==> src/rtl/relu_pool_gen.sv <==
// relu_pool_gen: streaming POOLxPOOL max-pool (stride POOL) over a feature map
// held in a producer RAM. Addresses are issued window by window in raster
// order; each returned sample is folded into a running maximum, and one
// result is emitted per window.
// Optional feature macro: RELU_POOL_RELU_EN -- samples are signed and a
// negative window maximum is output as 0 (ReLU). Undefined: unsigned max.

module relu_pool_gen #(
    parameter int DATA_W = 8,
    parameter int IMG_W  = 24,
    parameter int IMG_H  = 24,
    parameter int POOL   = 2,
    parameter int ADDR_W = 10
) (
    input  logic              clk,
    input  logic              rst,
    input  logic              start,
    input  logic              src_ready,
    input  logic              src_complete,
    input  logic [DATA_W-1:0] d_in,
    output logic              rd_en,
    output logic [ADDR_W-1:0] rd_addr,
    output logic [DATA_W-1:0] d_out,
    output logic              out_valid,
    output logic              done
);

    localparam int WIN_X = IMG_W / POOL;
    localparam int WIN_Y = IMG_H / POOL;
    localparam int OW    = (POOL  > 1) ? $clog2(POOL)  : 1;
    localparam int XW    = (WIN_X > 1) ? $clog2(WIN_X) : 1;
    localparam int YW    = (WIN_Y > 1) ? $clog2(WIN_Y) : 1;

    localparam logic [OW-1:0]     OFF_MAX = OW'(POOL - 1);
    localparam logic [XW-1:0]     WX_MAX  = XW'(WIN_X - 1);
    localparam logic [YW-1:0]     WY_MAX  = YW'(WIN_Y - 1);
    localparam logic [ADDR_W-1:0] POOL_A  = ADDR_W'(POOL);
    localparam logic [ADDR_W-1:0] IMGW_A  = ADDR_W'(IMG_W);

    typedef enum logic [1:0] {
        IDLE     = 2'd0,
        WAIT_SRC = 2'd1,
        RUN      = 2'd2,
        FLUSH    = 2'd3
    } state_t;

    state_t state_q, state_d;

    // Window position and offset inside the window
    logic [OW-1:0] off_r_q, off_r_d, off_c_q, off_c_d;
    logic [XW-1:0] win_x_q, win_x_d;
    logic [YW-1:0] win_y_q, win_y_d;

    // Capture pipeline: tags travelling one cycle behind the issued address
    logic vld_q, first_q, last_q;

    logic [DATA_W-1:0] acc_q;
    logic [DATA_W-1:0] d_out_q;
    logic              out_valid_q, done_q;

    logic              issue;
    logic              first_off, last_off, last_win, last_addr;
    logic              gt;
    logic [DATA_W-1:0] max_d, res_d;

    assign first_off = (off_r_q == '0) && (off_c_q == '0);
    assign last_off  = (off_r_q == OFF_MAX) && (off_c_q == OFF_MAX);
    assign last_win  = (win_x_q == WX_MAX) && (win_y_q == WY_MAX);
    assign last_addr = last_off && last_win;

    // Row-major address of the current (window, offset) position
    assign rd_addr = (ADDR_W'(win_y_q) * POOL_A + ADDR_W'(off_r_q)) * IMGW_A
                   + ADDR_W'(win_x_q) * POOL_A + ADDR_W'(off_c_q);
    assign rd_en   = issue;

    // FSM next state and issue strobe
    always_comb begin
        state_d = state_q;
        issue   = 1'b0;
        case (state_q)
            IDLE: begin
                if (start) state_d = WAIT_SRC;
            end
            WAIT_SRC: begin
                issue = src_ready;
                if (src_ready && last_addr) state_d = FLUSH;
                else if (src_complete)      state_d = RUN;
            end
            RUN: begin
                issue = 1'b1;
                if (last_addr) state_d = FLUSH;
            end
            FLUSH: begin
                if (vld_q && last_q) state_d = IDLE;
            end
            default: state_d = IDLE;
        endcase
    end

    // FSM state register
    always_ff @(posedge clk or negedge rst) begin
        if (!rst) state_q <= IDLE;
        else      state_q <= state_d;
    end

    // Nested counters: column offset -> row offset -> window column -> window row
    always_comb begin
        off_r_d = off_r_q;
        off_c_d = off_c_q;
        win_x_d = win_x_q;
        win_y_d = win_y_q;
        if (state_q == IDLE) begin
            off_r_d = '0;
            off_c_d = '0;
            win_x_d = '0;
            win_y_d = '0;
        end else if (issue) begin
            if (off_c_q != OFF_MAX) begin
                off_c_d = off_c_q + OW'(1);
            end else begin
                off_c_d = '0;
                if (off_r_q != OFF_MAX) begin
                    off_r_d = off_r_q + OW'(1);
                end else begin
                    off_r_d = '0;
                    if (win_x_q != WX_MAX) begin
                        win_x_d = win_x_q + XW'(1);
                    end else begin
                        win_x_d = '0;
                        if (win_y_q != WY_MAX) win_y_d = win_y_q + YW'(1);
                        else                   win_y_d = '0;
                    end
                end
            end
        end
    end

    // Counter registers
    always_ff @(posedge clk or negedge rst) begin
        if (!rst) begin
            off_r_q <= '0;
            off_c_q <= '0;
            win_x_q <= '0;
            win_y_q <= '0;
        end else begin
            off_r_q <= off_r_d;
            off_c_q <= off_c_d;
            win_x_q <= win_x_d;
            win_y_q <= win_y_d;
        end
    end

    // Running maximum; the first sample of a window always loads
`ifdef RELU_POOL_RELU_EN
    assign gt    = $signed(d_in) > $signed(acc_q);
    assign res_d = max_d[DATA_W-1] ? '0 : max_d;
`else
    assign gt    = d_in > acc_q;
    assign res_d = max_d;
`endif
    assign max_d = (first_q || gt) ? d_in : acc_q;

    // Tag each issued address so only real returns are captured after a stall
    always_ff @(posedge clk or negedge rst) begin
        if (!rst) begin
            vld_q   <= 1'b0;
            first_q <= 1'b0;
            last_q  <= 1'b0;
        end else begin
            vld_q   <= issue;
            first_q <= issue && first_off;
            last_q  <= issue && last_off;
        end
    end

    // Accumulator captures d_in in the cycle after its read strobe
    always_ff @(posedge clk or negedge rst) begin
        if (!rst)       acc_q <= '0;
        else if (vld_q) acc_q <= max_d;
    end

    // Result register: emits on the last sample of a window, holds otherwise
    always_ff @(posedge clk or negedge rst) begin
        if (!rst) begin
            d_out_q     <= '0;
            out_valid_q <= 1'b0;
            done_q      <= 1'b0;
        end else begin
            out_valid_q <= vld_q && last_q;
            done_q      <= (state_q == FLUSH) && vld_q && last_q;
            if (vld_q && last_q) d_out_q <= res_d;
        end
    end

    assign d_out     = d_out_q;
    assign out_valid = out_valid_q;
    assign done      = done_q;

endmodule

==> config.mk <==
export PLATFORM = sky130hd
export DESIGN_NAME = relu_pool_gen
export DESIGN_NICKNAME = d
export VERILOG_FILES = /design/src/rtl/relu_pool_gen.sv
export SDC_FILE = /design/constraint.sdc
export NUM_CORES = 1
export LEC_CHECK = 0
export CAP_MARGIN = 20
export CORE_ASPECT_RATIO = 1.75
export CORE_MARGIN = 5
export CORE_UTILIZATION = 35
export DETAILED_ROUTE_END_ITERATION = 8
export PLACE_DENSITY = 0.61
export REMOVE_ABC_BUFFERS = 1
export SYNTH_ARGS = -nofsm -noshare
export SYNTH_HDL_FRONTEND = slang
export SYNTH_SLANG_ARGS = --single-unit
==> constraint.sdc <==
create_clock -name clk -period 3.2 [get_ports clk]
set_input_delay 0.48 -clock clk [delete_from_list [all_inputs] [get_ports clk]]
set_output_delay 0.48 -clock clk [all_outputs]
set_load 0.1 [all_outputs]
==> results.toml <==
[layout]
mostFrequentLayoutCells = "33 x dfrtp_1, 20 x ha_1, 19 x buf_4"
syn2layout_area_growth_pct = 26.0
fillers = 584
fin_util_pct = 45.0
postLayoutCellArea_um2 = 2620
drive_gt1_share_pct = 16.1
final_common_cell = "dfrtp_1"
design.final.nets = 284
diodes = 0

[yosys]
synthCells = 208
yosys_warnings = 0
synth-seq-cells = 33
synth_edf_count = 0
ys_async_sr_fraction_pct = 100
syn_area_um2 = 2080
ys_types = 48
synth_top_flop_cell = "dfrtp_1"
avgSynthCellArea_um2 = 10.0
ys_seq_area_share_pct = 39.7

[min_path]
holdPathStages = 1
hp-class = "reg -> reg"
whs_endpoint = "acc_q[4]"
min_from = "acc_q[4]"

[die]
io_pins = 34
rows = 37
floorplan.die.height_um = 112
die_area_um2 = 7650
start_util_pct = 35.7
die_w_um = 68.3
coreArea_um2 = 5830

[sta]
tns_ns = 0
fin_crit_ns = 3.16
hold_violations = 0
rsz0062_at_grt = "true"
slew_headroom_pct = 34.7
final-setup-viol-count = 0
worst_slew_pin_slew_ns = 0.976
skew_ns = 0.00639
fmax_mhz = 316
drv_slew = 0
final.period_utilization_pct = 98.9

[worst_setup_path]
timing.rr.end = "win_y_q[3]"
reg2reg_slack_ns = 0.93
critical_path_class = "reg -> out"
cp.required_ns = 2.72
path_max_fanout = 6
worstSetupStartpointType = "flop"
arrival_ns = 2.68
worst_setup_path_end_kind = "output pin"
reg2reg_depth = 9
r2r_start = "state_q[1]"

[route]
drt_iter0_markers = 56
wl_per_cell_um = 13.6
drt_pass1_iterations = 4
drtAntennaViolNets = 0
drc = 0
wirelength_um = 4420
via_count = 1601
vias_per_cell = 4.91

[global_routing]
grt_overflow = 0
grt_pass1_vias = 1728
grt_max_degree = 34
grt_most_used_layer = "met2"
grtUsageMet2_pct = 24.1
grt_use_met3_pct = 3.30
grt_pass1_wl_um = 7680
grtUsageMet1_pct = 13.0
grt_antenna_before_repair = 0
groute.usage.overall_pct = 13.2

[cts]
clkTransAtPathRegs_ns = 0.07
cts_hold_buf = 0
clk_latency_ns = 0.29
h-tree-depth = 2
root_buffer = "clkbuf_8"
cts_tree = "yes"
cts_made_buffers = 5
clock_sinks = 33
clk_path_buf_depth = 2

[place]
dp_hpwl_um = 3440
io_buffers = 33
place_congestion = 0.789
placedInstanceArea_um2 = 2510

[job]
cap_violations = 0

[run_status]
status = "completed"
[logic make-up (layout without fill, tap and decap cells)]
group	Yosys count	in the layout	share of synthesized area, %
flip-flops	33	33	39.7
AO/OA/AOI/OAI	37	37	11.2
multiplexers	19	19	9.68
adder cells (fa/ha/maj)	24	24	15.1
XOR/XNOR	8	8	3.37
buffers and inverters	24	64	4.93
AND/OR/NAND/NOR	63	63	16.0
[area by class of cell]
type	count	area (um2)	share of cell area [%]
multi-input combinational	151	1180	45.1
sequential	33	826	31.5
timing repair buffer	39	373	14.2
tap	78	97.6	3.72
clock buffer	8	80.1	3.05
inverter	17	63.8	2.43
[worst max-delay path by stage]
stage                             to  cells after the start  startpoint  slack, ns
after floorplan           rd_addr[8]                      6  win_y_q[0]      -0.53
after global placement    rd_addr[9]                      8     off_r_q       0.24
after detailed placement  rd_addr[9]                      9     off_r_q       0.19
after CTS                 rd_addr[9]                      9  win_y_q[0]       0.01
after global routing      rd_addr[9]                      9  win_y_q[0]      -0.08
final                     rd_addr[9]                      8  win_y_q[0]       0.04
[what timing repair did]
action	4_1_cts	5_1_grt
buffers inserted	1	0
setup endpoints to repair	1	1
gates resized for setup	5	1
hold endpoints to repair	0	0
pin swaps	3	1
[cells in the mapped netlist (2+ instances only)]
library cell  count  area (um2)
nor3b_1           2        15.0
nand2_1          18        67.6
ha_1             22         275
mux2_1            9         101
a21oi_1          16        80.1
fa_1              2        40.0
clkbuf_1          2        7.51
buf_4             3        22.5
nand3_1           3        15.0
and2_1            3        18.8
a21o_1            2        15.0
inv_2             2        7.51
nor3_1            2        10.0
o21ai_1           4        20.0
nor2_1           17        63.8
xnor2_1           5        43.8
o221ai_1          3        26.3
mux2i_1          10         100
dfrtp_1          33         826
xor2_1            3        26.3
o21ai_0           2        10.0
inv_1            15        56.3
nor2b_1           3        18.8
and3b_1           2        17.5
o22ai_1           2        12.5
[layer usage]
metal / wire [um] / vias up / part of all wire [%]
li1: - / 802 / -
met1: 1670 / 755 / 38
met2: 2430 / 35 / 55
met3: 209 / 9 / 4.7
met4: 107 / 0 / 2.4
met5: 0 / - / 0
[flip-flops by register name, indices dropped and copies added, names as in the netlist]
signal	cells
off_c_q	1
off_r_q	1
state_q	2
first_q	1
acc_q	8
last_q	1
vld_q	1
win_y_q	4
out_valid	1
win_x_q	4
d_out	8
done	1
[critical path, cell delays in order, from the launching register on]
cell and delay [ns]:
dfrtp_1 0.39, buf_4 0.16, fa_2 0.39, and3b_1 0.23, or4_4 0.45, nand3_4 0.12
o221ai_1 0.12, a221o_1 0.37, buf_12 0.18
[through the flow]
| stage | instances | hold WS [ns] | worst slack (ns) |
|---|---|---|---|
| floorplan | 201 | 0.184 | -0.529 |
| global placement | 317 | 0.497 | 0.242 |
| detailed placement | 317 | 0.503 | 0.186 |
| CTS | 326 | 0.518 | 0.0110 |
| global route | 326 | 0.531 | -0.0818 |
| finish | 326 | 0.514 | 0.0351 |
Power is left out: the tool's default activity adds up to more than one toggle a clock period on the data nets, which glitch-free logic cannot reach.
